--- config.mk ---
export PLATFORM = sky130hd
export DESIGN_NAME = d_write_buffer
export DESIGN_NICKNAME = d
export VERILOG_FILES = /design/src/rtl/d_write_buffer_pkg.sv /design/src/rtl/d_write_buffer_wb_fifo.sv /design/src/rtl/d_write_buffer.sv
export SDC_FILE = /design/constraint.sdc
export NUM_CORES = 1
export LEC_CHECK = 0
export BUFFER_PORTS_ARGS = -buffer_cell sky130_fd_sc_hd__buf_2
export CAP_MARGIN = 20
export CORE_ASPECT_RATIO = 1.5
export CORE_MARGIN = 1
export CORE_UTILIZATION = 45
export CTS_BUF_LIST = sky130_fd_sc_hd__clkbuf_4
export DETAILED_ROUTE_END_ITERATION = 16
export PLACE_DENSITY = 0.67
export SLEW_MARGIN = 20
export SYNTH_ARGS = -nofsm -noshare
export SYNTH_HDL_FRONTEND = slang
export SYNTH_SLANG_ARGS = --single-unit
--- constraint.sdc ---
create_clock -name clk -period 5.1 [get_ports clk]
set_input_delay 0.765 -clock clk [delete_from_list [all_inputs] [get_ports clk]]
set_output_delay 0.765 -clock clk [all_outputs]
set_load 0.01 [all_outputs]
--- src/rtl/d_write_buffer_pkg.sv ---
// ---------------------------------------------------------------------------
// d_write_buffer_pkg
// Shared definitions for the posted-write buffer that sits between d_cache
// and main memory: default geometry, memory-side FSM state encodings and the
// {addr, data} entry layout stored in the write FIFO.
// ---------------------------------------------------------------------------
package d_write_buffer_pkg;

  localparam int DEFAULT_DEPTH = 4;
  localparam int DEFAULT_AW    = 2;

  typedef enum logic [1:0] {
    M_IDLE  = 2'd0,
    M_WRITE = 2'd1,
    M_READ  = 2'd2
  } m_state_e;

  typedef struct packed {
    logic [31:0] addr;
    logic [31:0] data;
  } wb_entry_t;

endpackage

--- src/rtl/d_write_buffer_wb_fifo.sv ---
// ---------------------------------------------------------------------------
// wb_fifo
// Synchronous DEPTH x 64-bit FIFO holding buffered {addr, data} writes.
// Ports:
//   clk, rst   - clock and synchronous active-high reset
//   push       - enqueue push_entry at the rising edge (ignored when full)
//   push_entry - {addr, data} entry to enqueue
//   pop        - drop the head entry at the rising edge (ignored when empty)
//   head       - oldest entry, valid whenever empty is low
//   full/empty - derived from the registered occupancy count
//   count      - number of entries held, 0..DEPTH
// ---------------------------------------------------------------------------
module wb_fifo
  import d_write_buffer_pkg::*;
#(
  parameter int DEPTH = DEFAULT_DEPTH,
  parameter int AW    = DEFAULT_AW
) (
  input  logic            clk,
  input  logic            rst,
  input  logic            push,
  input  wb_entry_t       push_entry,
  input  logic            pop,
  output wb_entry_t       head,
  output logic            full,
  output logic            empty,
  output logic [AW:0]     count
);

  wb_entry_t         mem [DEPTH];
  logic [AW-1:0]     head_ptr;
  logic [AW-1:0]     tail_ptr;
  logic              do_push;
  logic              do_pop;

  assign full    = (count == (AW+1)'(DEPTH));
  assign empty   = (count == '0);
  assign do_push = push & ~full;
  assign do_pop  = pop & ~empty;
  assign head    = mem[head_ptr];

  // Pointer and occupancy bookkeeping. The AW-bit pointers wrap on their own,
  // so a simultaneous push and pop just advances both and leaves count alone.
  always_ff @(posedge clk) begin
    if (rst) begin
      head_ptr <= '0;
      tail_ptr <= '0;
      count    <= '0;
    end else begin
      if (do_push) tail_ptr <= tail_ptr + 1'b1;
      if (do_pop)  head_ptr <= head_ptr + 1'b1;
      case ({do_push, do_pop})
        2'b10:   count <= count + 1'b1;
        2'b01:   count <= count - 1'b1;
        default: count <= count;
      endcase
    end
  end

  // Entry storage needs no reset: a slot is only ever read after a push has
  // filled it, and reset clears the occupancy count.
  always_ff @(posedge clk) begin
    if (do_push) mem[tail_ptr] <= push_entry;
  end

endmodule

--- src/rtl/d_write_buffer.sv ---
// ---------------------------------------------------------------------------
// d_write_buffer
// Posted-write buffer between d_cache's memory port and main memory. Stores
// are absorbed with zero wait states while space remains and drained to
// memory in FIFO order; reads go to memory only once the buffer is fully
// drained, so memory ordering is preserved (no forwarding, no merging).
// Ports:
//   clk, rst                 - clock, synchronous active-high reset
//   c_a, c_din, c_dout       - cache-side address, write data, read data
//   c_strobe, c_rw, c_ready  - cache request valid, direction (1=write), done
//   m_a, m_din, m_dout       - memory address, write data, read data
//   m_strobe, m_rw, m_ready  - memory request valid, direction (1=write), done
//   wb_empty                 - nothing buffered and no write in flight
// ---------------------------------------------------------------------------
module d_write_buffer
  import d_write_buffer_pkg::*;
#(
  parameter int DEPTH = DEFAULT_DEPTH,
  parameter int AW    = DEFAULT_AW
) (
  input  logic        clk,
  input  logic        rst,
  input  logic [31:0] c_a,
  input  logic [31:0] c_din,
  output logic [31:0] c_dout,
  input  logic        c_strobe,
  input  logic        c_rw,
  output logic        c_ready,
  output logic [31:0] m_a,
  output logic [31:0] m_din,
  input  logic [31:0] m_dout,
  output logic        m_strobe,
  output logic        m_rw,
  input  logic        m_ready,
  output logic        wb_empty
);

  m_state_e      state;
  m_state_e      next_state;
  wb_entry_t     head;
  wb_entry_t     push_entry;
  logic          full;
  logic          empty;
  logic [AW:0]   count;
  logic          push;
  logic          pop;

  assign push_entry = '{addr: c_a, data: c_din};
  assign wb_empty   = (count == '0) && (state != M_WRITE);

  wb_fifo #(
    .DEPTH (DEPTH),
    .AW    (AW)
  ) u_fifo (
    .clk        (clk),
    .rst        (rst),
    .push       (push),
    .push_entry (push_entry),
    .pop        (pop),
    .head       (head),
    .full       (full),
    .empty      (empty),
    .count      (count)
  );

  // Memory-side state register.
  always_ff @(posedge clk) begin
    if (rst) state <= M_IDLE;
    else     state <= next_state;
  end

  // Next-state and output muxing. A write being accepted this cycle counts
  // as pending work in M_IDLE, so the memory write can start the very next
  // cycle. Pending writes always win over a waiting read; reads block new
  // writes until memory answers. Nothing is accepted while rst is high.
  always_comb begin
    next_state = state;
    push       = 1'b0;
    pop        = 1'b0;
    c_ready    = 1'b0;
    c_dout     = '0;
    m_a        = '0;
    m_din      = '0;
    m_strobe   = 1'b0;
    m_rw       = 1'b0;

    case (state)
      M_IDLE: begin
        push    = c_strobe & c_rw & ~full;
        c_ready = push;
        if (!empty || push)          next_state = M_WRITE;
        else if (c_strobe && !c_rw)  next_state = M_READ;
      end

      M_WRITE: begin
        push     = c_strobe & c_rw & ~full;
        c_ready  = push;
        m_strobe = 1'b1;
        m_rw     = 1'b1;
        m_a      = head.addr;
        m_din    = head.data;
        if (m_ready) begin
          pop = 1'b1;
          if (count <= (AW+1)'(1)) next_state = M_IDLE;
        end
      end

      M_READ: begin
        m_strobe = 1'b1;
        m_a      = c_a;
        c_dout   = m_dout;
        c_ready  = m_ready;
        if (m_ready) next_state = M_IDLE;
      end

      default: next_state = M_IDLE;
    endcase

    if (rst) begin
      push    = 1'b0;
      pop     = 1'b0;
      c_ready = 1'b0;
    end
  end

endmodule

Word level (Yosys, flattened, before mapping). Memories as Yosys holds them, arrays and structs flattened. A register that Yosys moved wholly into a read port is not among the register bits. Index checks and enable logic that the tools add are counted.

Memory bits (writable): 256. Output and inout port bits: 100. Flip-flop bits (word level): 9. Memories kept: 1. Word-level logic and storage cells: 60.

Memories: u_fifo.mem (words 4, width 64, rd ports 1, clocked after memory_dff 1, write ports 1, RTL line d_write_buffer_wb_fifo.sv:30) `wb_entry_t mem [DEPTH];`.

$lt $le $gt $ge: 1. Multiplexer cells: 23. Reduce and logical (&&, ||, !) cells: 11. Add/subtract/negate cells: 4. Bitwise operators: 6. Equal/unequal tests: 10.

Operators with widths (count): $mux W32 (2); $pmux W32 S2 (1); $mux W2 (7); $mux W1 (10); $ne A2 B2 Y1 const B (3); $pmux W2 S3 (1); $pmux W3 S2 (1); $add A2 B1 Y2 const B (2); $and A1 B1 Y1 (4); $eq A2 B1 Y1 const B (2); $eq A2 B2 Y1 const B (2); $reduce_and A4 Y1 (1); $reduce_or A2 Y1 (2); $add A3 B1 Y3 const B (1); $eq A3 B3 Y1 const B (1); $le A3 B1 Y1 const B (1); $logic_not A3 Y1 (1); $ne A3 B3 Y1 const B (1); $sub A3 B1 Y3 const B (1); $logic_and A1 B1 Y1 (2); $logic_not A1 Y1 (2); $logic_not A2 Y1 (1); $ne A2 B1 Y1 const B (1); $not A1 Y1 (2); 3 further kinds (3).

Longest topological paths before layout. Gate-level depths: netlist (run 1).

Word-level depth: 8. Depth in mapped cells: 10. Depth with buffers taken out: 10.

By module. From an unflattened synthesis (run 1), not the netlist that was laid out.

Cells, all modules: 563. Area, all modules: 10953.0 um2.

By module, submodules not included: wb_fifo (area an instance 9785.6 um2, cells each 388, instances 1); d_write_buffer (area an instance 1167.4 um2, cells each 175, instances 1).

Worst setup path before layout (run 1). Ideal clock, no wire load.

Path type: input to register. From: input c_rw. To: memory u_fifo.mem[0][0] (netlist name) (enable). Setup slack: 1.638 ns. Data arrival time: 3.033 ns. Data required time: 4.671 ns. Path buffers: 0. Stages on the path: 4. Cells stage by stage: nand2_1 -> or3b_2 -> nor2_1 -> and2_1.

Cells in the longest elaborated chain, start to end: 7.

Ends and longest elaborated chain: from (decl) (RTL line d_write_buffer.sv:27) `input logic c_rw,`; $and A1 B1 Y1 (2 in a row) (RTL line d_write_buffer.sv:89, d_write_buffer.sv:96); $mux W1; $mux W1 (RTL line d_write_buffer.sv:119) `if (rst) begin`; $and A1 B1 Y1 (RTL line d_write_buffer_wb_fifo.sv:38) `assign do_push = push & ~full;`; $mux W1 (RTL line d_write_buffer_wb_fifo.sv:63) `if (do_push) mem[tail_ptr] <= push_entry;`; $mux W1 (not written as such) (RTL line d_write_buffer_wb_fifo.sv:63); to (decl) (RTL line d_write_buffer_wb_fifo.sv:30).

Every way passes these cells.

Worst setup path after layout (run 1).
From: register state[1]. To: output m_a[29].

Cells in the longest elaborated chain, start to end: 2. Elaborated cells between the ends (all ways): 3. Classes of those cells: eq/ne (2); mux (1).

Ends and longest elaborated chain: from (decl) (RTL line d_write_buffer.sv:38) `m_state_e state;`; from (signal assigned) (RTL line d_write_buffer.sv:69) `else state <= next_state;`; $eq A2 B2 Y1 / $eq A2 B1 Y1 (equally long branches) (RTL line d_write_buffer.sv:87) `case (state)`; $pmux W32 S2 * (RTL line d_write_buffer.sv:87); to (decl) (RTL line d_write_buffer.sv:29) `output logic [31:0] m_a,`.

Every way passes the cells marked *; elsewhere a longest branch is shown, timed or not.

==> summary.md, run 1 <==
| Metric | Value |
|---|---|
| Status | complete, no violations |
| Initial core utilization | 0.462 |
| Met3 usage | 0.0372 |
| Routed length per placed instance | 19.8 um |
| Cell mode on critical path | buf_4 |
| Setup violators final | 0 |
| Power density over the cells | 376 mW/mm^2 |
| Number of synthesis warnings | 0 |
| Leakage power | 0.00462 uW |
| Io pins | 201 |
| RSZ-0062 raised after global routing | false |
| Area of the multi-input gates | 0.00261 sq mm |
| WS Path Type | register to output port |
| Detailed-route wire length | 22.2 mm |
| Routed Antenna Nets | 0 |
| Crit Reg-Reg Startpoint | u_fifo.count[0] |
| Vias in the first global route | 6404 |
| Vias/cell | 5.22 |
| Post-CTS sizing | 0 |
| FILL cells | 1867 |
| Worst hold endpoint | u_fifo.mem[2][21] |
| Avg Cell Area, Syn | 20.2 sq um |
| Final core utilization | 0.545 |
| WP data required | 4.34 ns |
| CTS root buf | clkbuf_4 |
| Switching pwr | 1260 uW |
| Full die area | 0.0245 sq mm |
| Global Route Usage Sum | 0.188 |
| Mapped Area | 0.0107 sq mm |
| Global Route met2 Usage | 0.354 |
| Fin crit share | 0.712 |
| Register area share after synthesis | 0.738 |
| Max-Cap Viols | 0 |
| Initial antenna violation count | 3 |
| H-tree depth | 2 |
| Worst-margin pin slew | 1.00 ns |
| Initial DRT Pass Iterations | 4 |
| CTS Buf Count | 56 |
| Min cycle time layout | 3.63 ns |
| Total grt overflow | 0 |
| Hold_sp | c_din[21] |
| Place WS | 2.02 ns |
| Netlist cell types | 28 |
| Final hold violation count | 0 |
| Post-CTS setup buffers | 0 |
| Critical-path cell list | inv_1 > ha_1 > buf_4 > and2_1 > buf_4 > a22o_1 > buf_2 |
| Sequential power share | 0.527 |
| Hold path cells | 1 |
| Syn Inst Count | 531 |
| Total internal power | 3500 uW |
| GP Congestion | 0.711 |
| Worst slew margin | 0.332 |
| Hold Path Class | input port to register |
| Worst Path Arrival | 2.87 ns |
| Core region area | 0.0232 sq mm |
| TNS Setup | 0 ns |
| # port buffers | 200 |
| Gate power share | 0.166 |
| CP Capture Type | output port |
| Horiz. Die Dim | 128 um |
| Layout cells sized above 1 | 0.448 |
| Via count | 5865 |
| Hold buffers post-CTS | 0 |
| Dpl hpwl | 13.6 mm |
| FF-to-FF End | u_fifo.mem[3][60] |
| Core Rows | 68 |
| Post-Syn Nets | 645 |
| Pwr Total | 4760 uW |
| Largest net degree at the start of global routing | 65 |
| DRC | 0 |
| Worst R2R Path Depth | 6 |
| Die height | 191 um |
| Drt initial violations | 295 |
| CTS tree | done |
| Flops & latches, synth | 267 |
| Reg-to-reg slack, setup | 2.16 ns |
| Syn-to-layout area delta | 18.1% |
| Max clock buf depth | 3 |
| Worst path slowest cell | and2_1 |
| Critical Path Start Type | register |
| Net Sw Frac | 0.265 |
| Clock Latency Late Sink | 0.65 ns |
| Part of the power in the clock network | 0.306 |
| First-pass GRT wire length | 34.1 mm |
| CTS clock-pin slew for the worst setup and hold paths | 0.08 ns |
| Final nets | 878 |
| Register area | 0.00792 sq mm |
| Fmax | 275 MHz |
| Setup WS post-layout | 1.47 ns |
| Max Clock Skew | 0.0223 ns |
| # clock sinks | 267 |
| Peak supply drop | 0.226 mV |
| Peak per-stage delay on the critical path | 0.51 ns |
| GRT busiest layer | met2 |
| Crit-path max FO | 37 |
| GR Util met1 | 0.203 |
| Max Transition Viols Final | 0 |
kinds of logic after synthesis:
group                    share of synthesized area
AO/OA/AOI/OAI                               0.0309
XOR/XNOR                                   0.00327
adder cells (fa/ha/maj)                     0.0152
buffers and inverters                       0.0202
flip-flops                                   0.738
multiplexers                                 0.138
AND/OR/NAND/NOR                             0.0547
through the flow:
| step | hold slack [ns] | instance area, sq um | std cells |
|---|---|---|---|
| finish | 0.319 | 12700 | 1124 |
| global route | 0.260 | 12700 | 1124 |
| CTS | 0.260 | 12700 | 1123 |
| detailed placement | 0.442 | 12000 | 1021 |
| global placement | 0.427 | 12000 | 1021 |
| floorplan | 0.428 | 10700 | 531 |
power by group through the flow:
stage               registers, uW  logic, uW  clock network [uW]
floorplan                    2550        460                   0
global placement             2550        779                   0
detailed placement           2560        802                   0
CTS                          2510        806                1510
global route                 2520        865                1600
finish                       2510        792                1460
metal layers:
metal,up-vias,wire length [um],share of wire
li1,2640,-,-
met1,2960,8170,0.37
met2,222,12400,0.56
met3,39,1200,0.054
met4,4,456,0.021
met5,-,23,0.0010
cells in the mapped netlist:
cell	instances	area share
ha_1	13	0.015
buf_6	7	0.0074
buf_2	13	0.0061
xor2_1	2	0.0016
nand2_1	9	0.0032
and2_1	70	0.041
nor2b_1	2	0.0012
a22o_1	32	0.026
mux4_2	64	0.13
dfxtp_1	11	0.021
or3_1	1	0.00058
a21oi_1	3	0.0014
edfxtp_1	256	0.72
nor3b_1	1	0.00070
clkbuf_2	1	0.00047
nor3_2	1	0.00093
mux2i_1	4	0.0037
xnor2_1	2	0.0016
o311ai_1	1	0.00082
nand2b_1	5	0.0029
o211ai_1	1	0.00070
inv_1	9	0.0032
clkbuf_1	9	0.0032
a211oi_1	2	0.0014
or3b_2	1	0.00082
o21ai_0	1	0.00047
nand3_1	1	0.00047
nor2_1	9	0.0032
cells in the final DEF (no fill, tap or decap):
cell	netlist	routed
edfxtp_1	256	256
buf_2	13	200
clkbuf_4	0	74
and2_1	70	66
mux4_2	64	64
a22o_1	32	32
clkinv_1	0	17
ha_1	13	13
nand2_1	9	9
inv_1	9	9
nor2_1	9	9
clkinv_2	0	9
dfxtp_1	11	9
nand2b_1	5	5
buf_4	0	5
and2_4	0	4
mux2i_1	4	4
a21oi_1	3	3
nor2b_1	2	2
a211oi_1	2	2
xnor2_1	2	2
xor2_1	2	2
dfxtp_4	0	2
inv_2	0	2
diode_2	0	1
nor3_2	1	1
or3b_2	1	1
nor3b_1	1	1
o211ai_1	1	1
o311ai_1	1	1
nand3_1	1	1
o21ai_0	1	1
or3_1	1	1
final cells by class:
type,instances,area share
Multi-Input combinational cell,225,0.206
Timing Repair Buffer,205,0.0820
Tap cell,315,0.0311
Clock buffer,74,0.0439
Sequential cell,267,0.625
Clock inverter,28,0.00919
Inverter,9,0.00267
Antenna cell,1,0.000198
worst max path at each step:
stage	endpoint	startpoint	slack, ns	cells past startpoint
2_1_floorplan	u_fifo.mem[0][0]	c_rw	1.64	4
3_3_place_gp	m_a[20]	register	2.06	4
3_5_place_dp	u_fifo.mem[2][53]	c_strobe	2.02	5
4_1_cts	m_a[20]	register	1.34	4
5_1_grt	m_a[29]	state[1]	1.21	7
6_report	m_a[29]	state[1]	1.47	7
flip-flops by register name (all words and copies together), names as in the netlist, named ones only:
name,flops
state,2
u_fifo.head_ptr,2
u_fifo.mem,256
u_fifo.tail_ptr,2
u_fifo.count,3
critical path: cells and delay by family (launching register included):
| family | cells | cell delay (ns) |
|---|---|---|
| and+or+nand+nor | 1 | 0.51 |
| adders and majority gates | 1 | 0.20 |
| buffers and inverters | 4 | 0.94 |
| DFF | 1 | 0.35 |
| AOI/OAI and AO/OA | 1 | 0.20 |
Power figures use the tool's default switching activity.
==> run 2: changes to the inputs <==
clock period = 3.5 ns   (was 5.1 ns; I/O delays follow)
==> summary.md, run 2 (synthesized netlist as in run 1, its figures left out) <==
| Metric | Value |
|---|---|
| Status | complete, no violations |
| WS Path Type | register to output port |
| Fin crit share | 0.901 |
| Max Transition Viols Final | 0 |
| Final nets | 887 |
| Max FFs per register | 256 |
| Min cycle time layout | 3.15 ns |
| Crit-path max FO | 29 |
| RSZ-0062 raised after global routing | false |
| Largest net degree at the start of global routing | 41 |
| Dpl hpwl | 14.8 mm |
| Max Clock Skew | 0.0291 ns |
| Met3 usage | 0.0383 |
| Detailed-route wire length | 22.7 mm |
| Routed Antenna Nets | 0 |
| Worst slew margin | 0.574 |
| GR Util met1 | 0.198 |
| GRT busiest layer | met2 |
| Horiz. Die Dim | 128 um |
| FILL cells | 1845 |
| # port buffers | 200 |
| Initial DRT Pass Iterations | 5 |
| Most common cell after layout, fill and taps aside | edfxtp_1 |
| Area of the multi-input gates | 0.00261 sq mm |
| Commonest cells after routing, fill and taps aside | edfxtp_1 (256), buf_2 (200), clkbuf_4 (88) |
| Worst path buffer plus inverter count | 2 |
| Vias/cell | 5.23 |
| H-tree depth | 2 |
| Post-CTS sizing | 0 |
| Core region area | 0.0232 sq mm |
| Max clock buf depth | 3 |
| Routed length per placed instance | 20.1 um |
| Largest Register | u_fifo.mem |
| Via count | 5904 |
| Power density over the cells | 550 mW/mm^2 |
| Cell Count Post-Placement | 1028 |
| # clock sinks | 267 |
| First-pass GRT wire length | 34.4 mm |
| Drt initial violations | 369 |
| Worst Path Arrival | 2.63 ns |
| Peak per-stage delay on the critical path | 0.70 ns |
| Global Route Usage Sum | 0.191 |
| Critical-path cell list | buf_12 > mux4_2 > a22o_1 > buf_2 |
| CTS Buf Count | 58 |
| Worst path slowest cell | dfxtp_4 |
| Layout cells sized above 1 | 0.459 |
| WP data required | 2.97 ns |
| Die height | 191 um |
| Vias in the first global route | 6355 |
| Critical Path Start Type | register |
| Post-Layout Cell Count | 1129 |
| Register area | 0.00792 sq mm |
| CTS root buf | clkbuf_4 |
| CP Capture Type | output port |
| Full die area | 0.0245 sq mm |
| Total grt overflow | 0 |
| Initial antenna violation count | 3 |
| CTS tree | done |
| Peak supply drop | 0.316 mV |
| Hold Path Class | input port to register |
| Top flop regs | u_fifo.mem x256, u_fifo.count x3 |
| GP Congestion | 0.739 |
| Hold buffers post-CTS | 0 |
| CTS clock-pin slew for the worst setup and hold paths | 0.07 ns |
| Setup violators final | 0 |
| Post-CTS setup buffers | 0 |
| Syn-to-layout area delta | 19.5% |
| WHS | 0.0799 ns |
| Leakage power | 0.00469 uW |
| TNS Setup | 0 ns |
| Fmax | 317 MHz |
| Final hold violation count | 0 |
| Core Rows | 68 |
| Max-Cap Viols | 0 |
| DRC | 0 |
| CP top delay family | flip-flops |
| Clock Latency Late Sink | 0.66 ns |
| Io pins | 201 |
| Initial core utilization | 0.462 |
| Global Route met2 Usage | 0.368 |
| Worst-margin pin slew | 0.639 ns |
==> run 2: cell types whose count changed in the layout (fill, tap and decap cells not counted) <==
cell      previous run  this run
clkbuf_4            74        88
clkinv_2             9         0
clkinv_1            17        11
buf_12               0         5
buf_4                5         7
inv_2                2         1
==> run 2: metal layers <==
| layer | share of wire | vias up |
|---|---|---|
| li1 | - | 2649 |
| met1 | 0.35 | 2955 |
| met2 | 0.57 | 256 |
| met3 | 0.061 | 42 |
| met4 | 0.023 | 2 |
| met5 | 0.00057 | - |
==> run 2: worst reg2reg max path, delay by kind of cell, from the launching register on <==
family | cells | cell delay [ns]
AND/OR/NAND/NOR | 4 | 1.32
buffers and inverters | 2 | 0.42
flip-flops | 1 | 0.42
adder cells (fa/ha/maj) | 1 | 0.23
==> run 2: final timing paths <==
path | startpoint | cells after the start | end | slack, ns
setup / recovery | register | 4 | m_a[26] | 0.35
hold / removal | c_din[7] | 1 | u_fifo.mem[0][7] | 0.08
setup reg to reg | u_fifo.count[0] | 7 | u_fifo.mem[3][35] | 0.76
hold reg to reg | u_fifo.head_ptr[1] | 1 | register | 0.45
==> run 2: metrics by stage <==
step / area (sq um) / util / power [uW] / worst slack (ns)
2_1_floorplan: 10700 / - / 4390 / 0.151
3_3_place_gp: 12100 / 0.521 / 4880 / 0.842
3_5_place_dp: 12100 / 0.521 / 4910 / 0.765
4_1_cts: 12800 / 0.551 / 7140 / 0.206
5_1_grt: 12800 / 0.552 / 7370 / 0.123
6_report: 12800 / 0.552 / 7040 / 0.347
==> run 2: power by group <==
part | internal, uW | switching, uW | leakage, uW
logic | 494 | 669 | 0.00186
registers | 3620 | 41.9 | 0.00240
clock network | 1140 | 1080 | 0.000426
==> run 2: layout make-up <==
class	count	share of cell area
sequential	267	0.618
inverter	9	0.00264
clock buffer	88	0.0516
tap	315	0.0308
antenna	1	0.000195
clock inverter	12	0.00352
timing repair buffer	212	0.0900
multi-input combinational	225	0.204
==> run 3: changes to the inputs <==
CORE_ASPECT_RATIO = default   (was 1.5)
SKIP_LAST_GASP = 1   (was default)
==> summary.md, run 3 (synthesized netlist as in run 1, its figures left out) <==
| Metric | Value |
|---|---|
| Status | complete, but fails checks |
| Failing checks | DRC |
| Crit-path max FO | 38 |
| Io pins | 201 |
| First-pass GRT wire length | 34.0 mm |
| Power density over the cells | 569 mW/mm^2 |
| Horiz. Die Dim | 156 um |
| Global Route Usage Sum | 0.190 |
| Initial core utilization | 0.458 |
| Core region area | 0.0234 sq mm |
| CTS root buf | clkbuf_4 |
| Leakage power | 0.00480 uW |
| Peak per-stage delay on the critical path | 0.55 ns |
| WS Path Type | register to output port |
| Worst Path Arrival | 2.65 ns |
| Dpl hpwl | 14.5 mm |
| CP top delay family | buffers and inverters |
| Routed Antenna Nets | 0 |
| WHS | 0.111 ns |
| # port buffers | 200 |
| Worst-margin pin slew | 0.699 ns |
| Fin crit share | 0.906 |
| Clock Latency Late Sink | 0.63 ns |
| Worst path slowest cell | and2_1 |
| Top flop regs | u_fifo.mem x256, u_fifo.count x3 |
| Full die area | 0.0244 sq mm |
| Via count | 5947 |
| Routed length per placed instance | 19.5 um |
| DRC | 1 |
| Critical Path Start Type | register |
| RSZ-0062 raised after global routing | false |
| CP Capture Type | output port |
| Fmax | 315 MHz |
| Worst slew margin | 0.527 |
| Initial DRT Pass Iterations | 10 |
| Most common cell after layout, fill and taps aside | edfxtp_1 |
| Final nets | 900 |
| Max Clock Skew | 0.0324 ns |
| Initial antenna violation count | 3 |
| Worst path buffer plus inverter count | 3 |
| Post-CTS setup buffers | 0 |
| Hold Path Class | input port to register |
| Max clock buf depth | 3 |
| Min cycle time layout | 3.17 ns |
| Commonest cells after routing, fill and taps aside | edfxtp_1 (256), buf_2 (200), clkbuf_4 (96) |
| Vias/cell | 5.14 |
| # clock sinks | 267 |
| Setup violators final | 0 |
| Detailed-route wire length | 22.5 mm |
| CTS tree | done |
| Setup WS post-layout | 0.327 ns |
| H-tree depth | 3 |
| CTS Buf Count | 67 |
| Reg-to-reg slack, setup | 0.76 ns |
| Place WS | 0.724 ns |
| Die height | 156 um |
| CTS clock-pin slew for the worst setup and hold paths | 0.07 ns |
| TNS Setup | 0 ns |
| Syn-to-layout area delta | 21.4% |
| Final hold violation count | 0 |
| Hold buffers post-CTS | 0 |
| Post-CTS sizing | 0 |
| Critical-path cell list | ha_1 > buf_4 > and2_1 > buf_12 > a22o_1 > buf_2 |
| Peak supply drop | 0.314 mV |
| Core Rows | 56 |
| WP data required | 2.97 ns |
| Max FFs per register | 256 |
| Drt initial violations | 236 |
| GP Congestion | 0.730 |
| Layout cells sized above 1 | 0.471 |
| Largest Register | u_fifo.mem |
| Vias in the first global route | 6381 |
| Largest net degree at the start of global routing | 43 |
| Total grt overflow | 0 |
| Max-Cap Viols | 0 |
| Max Transition Viols Final | 0 |
run 3: cell types whose count changed in the layout (fill, tap and decap cells not counted):
cell	change
bufinv_16	+2
clkinv_1	+1
diode_2	+2
inv_2	+2
buf_4	+3
clkbuf_4	+8
clkinv_2	+4
buf_12	+1
run 3: metrics by stage:
step	util	area [sq um]	power [uW]	instances
3_3_place_gp	0.519	12200	4890	1036
2_1_floorplan	-	10700	4390	531
4_1_cts	0.556	13000	7520	1153
3_5_place_dp	0.519	12200	4920	1036
6_report	0.556	13000	7410	1156
5_1_grt	0.556	13000	7780	1156
run 3: path summary, 6_finish.rpt:
path,start,end,depth (start not counted)
worst max-delay path,state[0],m_a[13],6
worst min register to register,u_fifo.head_ptr[1],u_fifo.head_ptr[1],1
worst min-delay path,c_din[16],u_fifo.mem[3][16],1
worst max register to register,u_fifo.count[0],u_fifo.mem[2][6],7
run 3: power by group:
part,internal [uW],switching [uW],total [uW]
logic,502,678,1180
registers,3620,37.7,3660
clock network,1410,1160,2570
total,5530,1870,7410
run 3: per-layer routing:
metal  up-vias  share of wire  global-route usage
met5         -              0                   0
met4         0          0.030              0.0943
met2       272           0.51               0.328
met3        40          0.084              0.0606
met1      2942           0.38               0.210
li1       2693              -                   -
run 3: layout make-up:
cell class | count | area [sq um]
antenna | 3 | 7.51
inverter | 9 | 33.8
fill | 1902 | 10400
tap | 319 | 399
clock buffer | 96 | 721
sequential | 267 | 7920
clock inverter | 21 | 136
multi-input combinational | 225 | 2610
timing repair buffer | 216 | 1200
